[src/rtl/tiny_soc_mmio_pkg.sv]
// Shared definitions for the tiny-SoC MMIO peripheral: register offsets,
// STATUS bit positions, bus typedefs and the byte-strobe merge helper.
package tiny_soc_mmio_pkg;

  typedef logic [30:0] mmio_addr_t;
  typedef logic [63:0] data_t;
  typedef logic [7:0]  strb_t;

  localparam logic [7:0] MMIO_MTIME_OFF    = 8'h00;
  localparam logic [7:0] MMIO_MTIMECMP_OFF = 8'h08;
  localparam logic [7:0] MMIO_TXDATA_OFF   = 8'h10;
  localparam logic [7:0] MMIO_STATUS_OFF   = 8'h18;
  localparam logic [7:0] MMIO_EXIT_OFF     = 8'h20;

  localparam int STATUS_FULL_BIT  = 0;
  localparam int STATUS_EMPTY_BIT = 1;
  localparam int STATUS_OVF_BIT   = 2;
  localparam int STATUS_COUNT_LSB = 8;

  // Byte lanes with a set strobe take the new value; the rest keep the old one.
  function automatic data_t apply_strb(input data_t old_val, input data_t new_val,
                                       input strb_t strb);
    data_t res;
    res = old_val;
    for (int i = 0; i < 8; i++) begin
      if (strb[i]) res[i*8 +: 8] = new_val[i*8 +: 8];
    end
    return res;
  endfunction

endpackage

[src/rtl/mmio_tx_fifo.sv]
// Byte FIFO for the console TX path: circular buffer whose pointers carry an
// extra wrap bit so that full and empty are distinguishable.
module mmio_tx_fifo #(
  parameter int Depth = 16
) (
  input  logic                     clk_i,
  input  logic                     rst_i,
  input  logic                     push_i,
  input  logic [7:0]               data_i,
  output logic                     full_o,
  input  logic                     pop_i,
  output logic                     valid_o,
  output logic [7:0]               head_o,
  output logic [$clog2(Depth):0]   count_o
);

  localparam int AW = $clog2(Depth);

  logic [AW:0] wr_ptr_q, wr_ptr_d;
  logic [AW:0] rd_ptr_q, rd_ptr_d;
  logic [7:0]  mem_q [Depth];
  logic        empty;
  logic        pop_ok;
  logic        push_ok;

  assign empty   = (wr_ptr_q == rd_ptr_q);
  assign full_o  = (wr_ptr_q[AW] != rd_ptr_q[AW]) &&
                   (wr_ptr_q[AW-1:0] == rd_ptr_q[AW-1:0]);
  assign valid_o = !empty;
  assign head_o  = empty ? 8'h00 : mem_q[rd_ptr_q[AW-1:0]];
  assign count_o = wr_ptr_q - rd_ptr_q;

  // A full FIFO still takes a push when the head leaves in the same cycle.
  assign pop_ok  = pop_i && !empty;
  assign push_ok = push_i && (!full_o || pop_ok);

  always_comb begin
    wr_ptr_d = wr_ptr_q + (AW+1)'(push_ok);
    rd_ptr_d = rd_ptr_q + (AW+1)'(pop_ok);
  end

  always_ff @(posedge clk_i or posedge rst_i) begin
    if (rst_i) begin
      wr_ptr_q <= '0;
      rd_ptr_q <= '0;
    end else begin
      wr_ptr_q <= wr_ptr_d;
      rd_ptr_q <= rd_ptr_d;
    end
  end

  always_ff @(posedge clk_i) begin
    if (push_ok) mem_q[wr_ptr_q[AW-1:0]] <= data_i;
  end

endmodule

[src/rtl/mmio_periph_tiny.sv]
// MMIO slave for the tiny SoC: machine timer with compare interrupt, console
// TX byte FIFO and a sticky exit/halt register for ending simulations.
module mmio_periph_tiny
  import tiny_soc_mmio_pkg::*;
#(
  parameter int                       MMIOAddrWidth = 31,
  parameter int                       DataWidth     = 64,
  parameter logic [MMIOAddrWidth-1:0] BaseAddr      = 31'h1000_0000,
  parameter int                       TxFifoDepth   = 16,
  parameter int                       TickDiv       = 1
) (
  input  logic                     clk_i,
  input  logic                     rst_i,
  input  logic                     mmio_req_i,
  input  logic                     mmio_we_i,
  input  logic [MMIOAddrWidth-1:0] mmio_addr_i,
  input  logic [7:0]               mmio_strb_i,
  input  logic [DataWidth-1:0]     mmio_wdata_i,
  output logic [DataWidth-1:0]     mmio_rdata_o,
  output logic                     timer_irq_o,
  output logic                     tx_valid_o,
  output logic [7:0]               tx_data_o,
  input  logic                     tx_ready_i,
  output logic                     halt_o,
  output logic [31:0]              exit_code_o
);

  localparam int PW = (TickDiv > 1) ? $clog2(TickDiv) : 1;
  localparam int CW = $clog2(TxFifoDepth) + 1;

  data_t         rdata_q, rdata_d;
  data_t         mtime_q, mtime_d;
  data_t         mtimecmp_q, mtimecmp_d;
  logic [PW-1:0] presc_q, presc_d;
  logic          irq_q, irq_d;
  logic          ovf_q, ovf_d;
  logic          halt_q, halt_d;
  logic [31:0]   exit_q, exit_d;

  logic          in_window;
  logic [7:0]    offset;
  logic          wr_en;
  logic          wr_mtime, wr_cmp, wr_tx, wr_status, wr_exit;
  logic          tick;
  logic          fifo_push, fifo_pop, fifo_full;
  logic [CW-1:0] fifo_count;
  data_t         status_word;
  data_t         read_val;
  logic          unused_addr_lsbs;

  assign in_window = (mmio_addr_i[MMIOAddrWidth-1:8] == BaseAddr[MMIOAddrWidth-1:8]);
  assign offset    = {mmio_addr_i[7:3], 3'b000};
  assign wr_en     = mmio_req_i && mmio_we_i && in_window;
  assign wr_mtime  = wr_en && (offset == MMIO_MTIME_OFF);
  assign wr_cmp    = wr_en && (offset == MMIO_MTIMECMP_OFF);
  assign wr_tx     = wr_en && (offset == MMIO_TXDATA_OFF);
  assign wr_status = wr_en && (offset == MMIO_STATUS_OFF);
  assign wr_exit   = wr_en && (offset == MMIO_EXIT_OFF);
  assign unused_addr_lsbs = ^mmio_addr_i[2:0];

  assign fifo_push = wr_tx && mmio_strb_i[0];
  assign fifo_pop  = tx_valid_o && tx_ready_i;

  mmio_tx_fifo #(
    .Depth (TxFifoDepth)
  ) u_tx_fifo (
    .clk_i   (clk_i),
    .rst_i   (rst_i),
    .push_i  (fifo_push),
    .data_i  (mmio_wdata_i[7:0]),
    .full_o  (fifo_full),
    .pop_i   (fifo_pop),
    .valid_o (tx_valid_o),
    .head_o  (tx_data_o),
    .count_o (fifo_count)
  );

  always_comb begin
    status_word                     = '0;
    status_word[STATUS_FULL_BIT]    = fifo_full;
    status_word[STATUS_EMPTY_BIT]   = !tx_valid_o;
    status_word[STATUS_OVF_BIT]     = ovf_q;
    status_word[STATUS_COUNT_LSB +: 8] = 8'(fifo_count);
  end

  // Reads see the pre-update register state; rdata holds between reads.
  always_comb begin
    read_val = '0;
    if (in_window) begin
      case (offset)
        MMIO_MTIME_OFF:    read_val = mtime_q;
        MMIO_MTIMECMP_OFF: read_val = mtimecmp_q;
        MMIO_STATUS_OFF:   read_val = status_word;
        default:           read_val = '0;
      endcase
    end
    rdata_d = (mmio_req_i && !mmio_we_i) ? read_val : rdata_q;
  end

  // Software writes to MTIME take priority over the tick and restart the prescaler.
  always_comb begin
    tick       = (presc_q == PW'(TickDiv - 1));
    mtime_d    = mtime_q;
    presc_d    = presc_q;
    if (wr_mtime) begin
      mtime_d = apply_strb(mtime_q, mmio_wdata_i, mmio_strb_i);
      presc_d = '0;
    end else if (tick) begin
      mtime_d = mtime_q + 64'd1;
      presc_d = '0;
    end else begin
      presc_d = presc_q + PW'(1);
    end
    mtimecmp_d = wr_cmp ? apply_strb(mtimecmp_q, mmio_wdata_i, mmio_strb_i) : mtimecmp_q;
    irq_d      = (mtime_q >= mtimecmp_q);
  end

  always_comb begin
    ovf_d  = ovf_q;
    halt_d = halt_q;
    exit_d = exit_q;
    if (fifo_push && fifo_full && !fifo_pop) begin
      ovf_d = 1'b1;
    end else if (wr_status && mmio_strb_i[0] && mmio_wdata_i[STATUS_OVF_BIT]) begin
      ovf_d = 1'b0;
    end
    if (wr_exit && mmio_strb_i[0] && !halt_q) begin
      halt_d = 1'b1;
      exit_d = mmio_wdata_i[31:0];
    end
  end

  always_ff @(posedge clk_i or posedge rst_i) begin
    if (rst_i) begin
      rdata_q    <= '0;
      mtime_q    <= '0;
      mtimecmp_q <= '1;
      presc_q    <= '0;
      irq_q      <= 1'b0;
      ovf_q      <= 1'b0;
      halt_q     <= 1'b0;
      exit_q     <= '0;
    end else begin
      rdata_q    <= rdata_d;
      mtime_q    <= mtime_d;
      mtimecmp_q <= mtimecmp_d;
      presc_q    <= presc_d;
      irq_q      <= irq_d;
      ovf_q      <= ovf_d;
      halt_q     <= halt_d;
      exit_q     <= exit_d;
    end
  end

  assign mmio_rdata_o = rdata_q;
  assign timer_irq_o  = irq_q;
  assign halt_o       = halt_q;
  assign exit_code_o  = exit_q;

endmodule

[config.mk]
export PLATFORM = sky130hd
export DESIGN_NAME = mmio_periph_tiny
export DESIGN_NICKNAME = d
export VERILOG_FILES = /design/src/rtl/tiny_soc_mmio_pkg.sv /design/src/rtl/mmio_tx_fifo.sv /design/src/rtl/mmio_periph_tiny.sv
export SDC_FILE = /design/constraint.sdc
export NUM_CORES = 1
export LEC_CHECK = 0
export ABC_CLOCK_PERIOD_IN_PS = 8900
export CORE_MARGIN = 5
export CORE_UTILIZATION = 51
export CTS_CLUSTER_DIAMETER = 150
export DETAILED_ROUTE_END_ITERATION = 7
export GPL_TIMING_DRIVEN = 0
export PLACE_DENSITY = 0.77
export RECOVER_POWER = 25
export SLEW_MARGIN = 20
export SYNTH_ARGS = -nofsm -noshare
export SYNTH_HDL_FRONTEND = slang
export SYNTH_SLANG_ARGS = --single-unit
[constraint.sdc]
create_clock -name clk_i -period 8.9 [get_ports clk_i]
set_input_delay 2.67 -clock clk_i [delete_from_list [all_inputs] [get_ports clk_i]]
set_output_delay 2.67 -clock clk_i [all_outputs]
set_load 0.05 [all_outputs]
==> results of run 1 <==
cells in the final DEF, fill, tap and decap left out, types with 8 or more instances in the layout:
cell               n
clkbuf_16         40
mux2_4            40
o221a_2            8
a311oi_1          11
a211oi_1          20
and2_1            12
mux2_2            34
a22oi_1           60
nor2_1            76
nand3_1           47
nor2b_1           13
and4_1            12
nand2_8            8
nand2b_1          12
xnor2_1           11
and3_1            12
a31oi_1           11
inv_1             85
dfrtp_1          173
mux4_2            40
a21o_1            10
clkdlybuf4s50_1  204
nand4_1           22
mux2_1            24
o21ai_0           90
nor4_1            13
ha_1              73
nand2_1          116
edfxtp_1         128
a21oi_1           60
clkbuf_8           8
clkbuf_1          57
dfstp_2           64
buf_2              9
nor3_1            20
synth_stat cells, types with 9 or more instances:
library cell / count / share of area, %
nor2b_1: 13 / 0.45
inv_1: 86 / 1.8
nand3_1: 47 / 1.3
and4_1: 12 / 0.58
mux4_2: 40 / 4.9
a22oi_1: 60 / 2.5
nand2b_1: 12 / 0.41
mux2_1: 24 / 1.5
a211oi_1: 20 / 0.82
edfxtp_1: 128 / 21
o21ai_0: 90 / 2.5
a31oi_1: 11 / 0.38
mux2_2: 34 / 2.1
mux2_4: 40 / 3.3
ha_1: 73 / 5.0
a21oi_1: 60 / 1.6
dfrtp_1: 173 / 24
and3_1: 12 / 0.41
nor2_1: 76 / 1.6
nor3_1: 24 / 0.66
nor4_1: 13 / 0.45
and2_1: 12 / 0.41
a21o_1: 10 / 0.41
a311oi_1: 11 / 0.53
nand4_1: 22 / 0.75
nand2_1: 116 / 2.4
clkbuf_1: 43 / 0.88
xnor2_1: 11 / 0.53
buf_2: 9 / 0.25
dfstp_2: 64 / 9.2
critical path, cell delays in order (launching register included):
cell and delay, ns:
dfrtp_1 0.36, clkbuf_1 0.32, clkbuf_1 0.52, inv_1 0.19
ha_1 0.37, nand4_1 0.16, nor2_1 0.19, clkbuf_1 0.44
nor2b_1 0.11, clkdlybuf4s50_1 0.72
logic make-up after synthesis:
family / count (synthesis) / synth area share, %
AOI/OAI and AO/OA: 329 / 12.0
xor gates and xnor gates: 13 / 0.624
adders and majority gates: 74 / 5.11
buffers and inverters: 156 / 3.89
DFF: 365 / 54.0
muxes: 143 / 12.1
and+or+nand+nor: 405 / 12.4
metrics by stage:
stage | hold slack, ns | std cells | cell area, sq um
after CTS | 0.484 | 2232 | 22400
final | 0.479 | 2232 | 22300
after global placement | 0.466 | 2153 | 20900
after detailed placement | 0.471 | 2161 | 21100
after global routing | 0.499 | 2232 | 22300
after floorplan | 0.466 | 1485 | 18300
worst paths after layout:
check | start | to | slack, ns | cells after the start
max | u_tx_fifo.rd_ptr_q[1] | tx_data_o[7] | 2.32 | 9
min | mmio_rdata_o[4] | mmio_rdata_o[4] | 0.48 | 2
max reg2reg | u_tx_fifo.rd_ptr_q[1] | u_tx_fifo.mem_q[4][5] | 4.91 | 10
min reg2reg | mmio_rdata_o[4] | mmio_rdata_o[4] | 0.48 | 2
max in group asynchronous | rst_i | mtimecmp_q[57] | 2.45 | 6
min in group asynchronous | rst_i | exit_code_o[28] | 2.60 | 2
flip-flops by register name (all words and copies together), names as in the netlist:
signal,cells
u_tx_fifo.mem_q,128
mmio_rdata_o,64
mtime_q,64
mtimecmp_q,64
exit_code_o,32
u_tx_fifo.rd_ptr_q,5
u_tx_fifo.wr_ptr_q,5
halt_o,1
ovf_q,1
timer_irq_o,1
final cells by class:
class                   count  area [sq um]  share of cell area, %
flip-flops and latches    365          9850                   44.2
multi-input cells         964          7720                   34.6
repair buffers            215          2120                   9.50
clock buffers              51          1080                   4.85
well taps                 461           577                   2.59
plain buffers              69           384                   1.72
inverters                  87           328                   1.47
clock inverters            20           246                   1.11
metal layers:
layer  vias up  part of all wire (%)
met5         -                 0.041
met4         4                   3.9
met3       127                   7.6
met2       587                    49
met1      6808                    39
li1       6123                     -
report_power, final:
part           leakage [nW]  internal (mW)  switching (mW)
clock network         0.655           1.01           0.679
registers              4.06           1.76          0.0120
logic                  3.85          0.356           0.457
total                  8.57           3.12            1.15
==> summary.md, run 1 <==
| Metric | Value |
|---|---|
| Slew @ Worst Pin | `about 1.8 ns` |
| Maxcap violations | `4` |
| GRT overflow | `0` |
| Row count | `69` |
| Port Buffers | `207` |
| Pre-CTS WS | `just under 3 ns` |
| Final core utilization | `~63%` |
| Mean post-synth cell area | `12.3 sq um` |
| DR pass1 iterations | `6` |
| CP startpoint kind | `register` |
| DRC viols | `0` |
| Min Tclk post-route | `around 6.6 ns` |
| TritonCTS clock tree | `yes` |
| Crit path required time | `between 6 and 7 ns` |
| Fraction of layout cells with a size suffix above 1 | `17.4%` |
| Max Transition Viols Final | `131` |
| Register area share after synthesis | `between 50% and 60%` |
| Starting Density | `between 50 and 60%` |
| # diodes | `0` |
| Final setup skew | `0.0203 ns` |
| Ys async rst share | `64.9%` |
| Final setup viols | `0` |
| Yosys Warn Count | `0` |
| Worst path arrival time | `between 3 and 4 ns` |
| Num ports | `approximately 220` |
| Met2 Use GR | `a little over two fifths` |
| Unrepaired setup endpoints after global routing | `no` |
| Post-DP HPWL | `37.2 mm` |
| Crit. End Element | `output pin` |
| EDFF count, synth | `between 100 and 150` |
| Cts hold-fix bufs | `0` |
| Met1 Usage GRT | `32.7%` |
| Filler cells | `approximately 2700` |
| Design Power | `~4.3 mW` |
| Die height | `around 200 um` |
| Final nets | `around 1900` |
| Post-synthesis cell type count | `between 80 and 90` |
| Failing checks | `max-capacitance violations, max-slew violations` |
| ANT nets after route | `0` |
| Max VDD drop | `0.347 mV` |
| First-pass GRT wire length | `79.1 mm` |
| Final worst setup slack | `2.32 ns` |
| Antenna violations before repair | `2` |
| Die span in x | `around 200 um` |
| Routed len/inst | `~23 um` |
| Clock transition at the registers of the reported paths | `0.07 ns` |
| Post-Syn Area | `roughly 18000 sq um` |
| Status | `finished with violations` |
| Setup CP Type | `reg -> out` |
| PD cells | `between 150 and 200 nW/um^2` |
| Root buffer cell | `clkbuf_16` |
| Post-CTS sizing | `0` |
| Flops & latches, synth | `roughly 370` |
| Vias/cell | `6.12` |
| Period utilisation layout | `74.0%` |
| Met3 GRT Util | `between 5 and 6%` |
| Slew margin rel. | `-22.4%` |
| Mapped Nets | `~1700` |
| DR iter-0 viols | `1077` |
| CTS buffer count | `39` |
| Crit path max fanout | `10` |
| Core area | `35500 sq um` |
| Worst hold path type | `reg -> reg` |
| CTS Sinks | `between 300 and 400` |
| Clk buf depth | `3` |
| Vias in the first global route | `between 10000 and 15000` |
| Post-CTS Setup Repair Bufs | `0` |
| Final Hold Fails | `0` |
| Setup TNS | `0 ns` |
| Leakage | `8.57 nW` |
| Cells after Synth | `1485` |
| Worst-skew pair later-pin latency | `0.54 ns` |
| Layout area overhead | `22.2%` |
| Gr usage total | `between 20% and 30%` |
| Top Usage Layer GRT | `met2` |
| Gpl congestion | `between 0.9 and 1` |
| Pin count of the biggest net entering global routing | `36` |
| Via count | `13600` |
| Max Fclk | `between 150 and 200 MHz` |
| H-Tree Depth | `2` |
| Die Footprint | `39700 sq um` |
| Routed wire length | `50.8 mm` |
| Ys flop type | `dfrtp_1` |
Power figures use the tool's default switching activity.
==> run 2: changes to the inputs <==
- ABC_CLOCK_PERIOD_IN_PS: 8900 -> 6300
- CORE_UTILIZATION: 51 -> 55
- PLACE_DENSITY: 0.77 -> 0.79
- clock period: 8.9 -> 6.3 ns (I/O delays scaled with it)
==> summary.md, run 2 (synthesized netlist as in run 1, its figures left out) <==
| Metric | Value |
|---|---|
| DR iter-0 viols | `about 1300` |
| CTS buffer count | `39` |
| DRC viols | `0` |
| Row count | `66` |
| Port Buffers | `~210` |
| Design internal power | `about 4.5 mW` |
| Clock transition at the registers of the reported paths | `roughly 0.060 ns` |
| Worst path arrival time | `4.01 ns` |
| Gpl congestion | `0.907` |
| Maxcap violations | `4` |
| Commonest non-fill, non-tap cell in the layout | `clkdlybuf4s50_1` |
| Cts hold-fix bufs | `0` |
| Worst path max stage delay | `approximately 0.74 ns` |
| Routed wire length | `51.9 mm` |
| PD cells | `approximately 270 nW/um^2` |
| Worst hold path type | `reg -> reg` |
| Post-DP HPWL | `37.2 mm` |
| Crit path required time | `approximately 4.4 ns` |
| Failing checks | `max-capacitance violations, max-slew violations` |
| ANT nets after route | `0` |
| Unrepaired setup endpoints after global routing | `no` |
| Gate power share | `about a fifth` |
| GRT overflow | `0` |
| Critical-path cell list | `clkbuf_1 > clkbuf_1 > inv_1 > ha_1 > nand4_1 > nor2_1 > clkbuf_1 > nor2b_1 > clkdlybuf4s50_1` |
| Num ports | `215` |
| Slew margin rel. | `-28.5%` |
| TritonCTS clock tree | `yes` |
| Die Footprint | `~37000 sq um` |
| DR pass1 iterations | `6` |
| Via count | `about 14000` |
| Final nets | `1923` |
| Core area | `between 30000 and 40000 sq um` |
| Most used cell along the critical path | `clkbuf_1` |
| Sequential Power Share | `just over 40%` |
| Switching power share of the total | `a little over a quarter` |
| Layout area overhead | `22.6%` |
| Final setup skew | `about 0.016 ns` |
| Max Fclk | `169 MHz` |
| Gr usage total | `between 20% and 30%` |
| Max reg flops | `128` |
| Pin count of the biggest net entering global routing | `36` |
| Antenna violations before repair | `2` |
| Vias/cell | `~6.3` |
| DP Area | `21100 sq um` |
| Crit. End Element | `output pin` |
| Setup TNS | `0 ns` |
| Max Transition Viols Final | `132` |
| Psw | `between 1.5 and 2 mW` |
| Starting Density | `56.0%` |
| Clk buf depth | `3` |
| Status | `finished with violations` |
| Post-CTS sizing | `0` |
| Design Power | `between 6 and 7 mW` |
| Max VDD drop | `between 0.4 and 0.5 mV` |
| Period utilisation layout | `93.7%` |
| Final setup viols | `0` |
| Fraction of layout cells with a size suffix above 1 | `between 10% and 20%` |
| Final Hold Fails | `0` |
| Fin area | `around 22000 sq um` |
| Final core utilization | `between 60% and 70%` |
| Routed len/inst | `between 20 and 25 um` |
| Slew @ Worst Pin | `1.93 ns` |
| Min Tclk post-route | `between 5 and 6 ns` |
| Worst-skew pair later-pin latency | `0.55 ns` |
| Setup CP Type | `reg -> out` |
| Die height | `between 150 and 200 um` |
| Critical-path top delay cell | `clkdlybuf4s50_1` |
| Leakage | `about 8.6 nW` |
| CTS Sinks | `~370` |
| H-Tree Depth | `2` |
| Crit path max fanout | `10` |
| Vias in the first global route | `14000` |
| Die span in x | `192 um` |
| CP startpoint kind | `register` |
| Root buffer cell | `clkbuf_16` |
| Post-CTS Setup Repair Bufs | `0` |
| Commonest cells after routing, fill and taps aside | `clkdlybuf4s50_1 (205), dfrtp_1 (173), edfxtp_1 (128), nand2_1 (116), o21ai_0 (90)` |
| First-pass GRT wire length | `80.4 mm` |
| Clock power share | `slightly above 40%` |
==> run 2: final timing paths <==
kind / start / end / slack [ns] / depth (start not counted)
setup / recovery: u_tx_fifo.rd_ptr_q[1] / tx_data_o[3] / 0.40 / 9
hold / removal: mmio_rdata_o[11] / mmio_rdata_o[11] / 0.48 / 2
setup reg to reg: u_tx_fifo.rd_ptr_q[1] / u_tx_fifo.mem_q[4][7] / 2.40 / 10
hold reg to reg: mmio_rdata_o[11] / mmio_rdata_o[11] / 0.48 / 2
max in group asynchronous: rst_i / mtimecmp_q[58] / 1.08 / 6
min in group asynchronous: rst_i / exit_code_o[15] / 1.69 / 2
==> run 2: area by class of cell <==
type                            count  area, sq um
Fill cell                        2298        10200
Sequential cell                   365         9850
Multi-Input combinational cell    964         7720
Timing Repair Buffer              215         2130
Clock buffer                       51         1110
Tap cell                          442          553
Buffer                             69          384
Inverter                           87          328
Clock inverter                     21          300
Antenna cell                        1         2.50
==> run 2: metrics by stage <==
step	setup WS (ns)	instances	hold slack (ns)
2_1_floorplan	1.36	1485	0.466
3_3_place_gp	-0.406	2134	0.465
3_5_place_dp	0.831	2142	0.470
4_1_cts	0.418	2214	0.484
5_1_grt	0.154	2214	0.516
6_report	0.397	2215	0.482
==> run 2: routing by layer <==
metal | part of all wire (%) | wire length (um) | global-route usage (%) | up-vias
met5 | 0.040 | 21 | 0 | -
met4 | 3.3 | 1710 | 9.71 | 4
met3 | 6.9 | 3580 | 5.33 | 117
met2 | 50 | 25800 | 46.6 | 608
met1 | 40 | 20700 | 37.1 | 7012
li1 | - | - | - | 6119
==> run 2: critical path, delay by kind of cell (launching register included) <==
family / cells / cell delay, ns
buffers and inverters: 5 / 2.29
and+or+nand+nor: 3 / 0.47
DFF: 1 / 0.35
adders and majority gates: 1 / 0.36
==> run 2: power groups by stage <==
| stage | sequential (mW) | combinational [mW] | clock (mW) |
|---|---|---|---|
| 2_1_floorplan | 2.54 | 0.760 | 0 |
| 3_3_place_gp | 2.54 | 1.13 | 0 |
| 3_5_place_dp | 2.54 | 1.17 | 0 |
| 4_1_cts | 2.50 | 1.19 | 2.49 |
| 5_1_grt | 2.50 | 1.24 | 2.61 |
| 6_report | 2.50 | 1.17 | 2.48 |
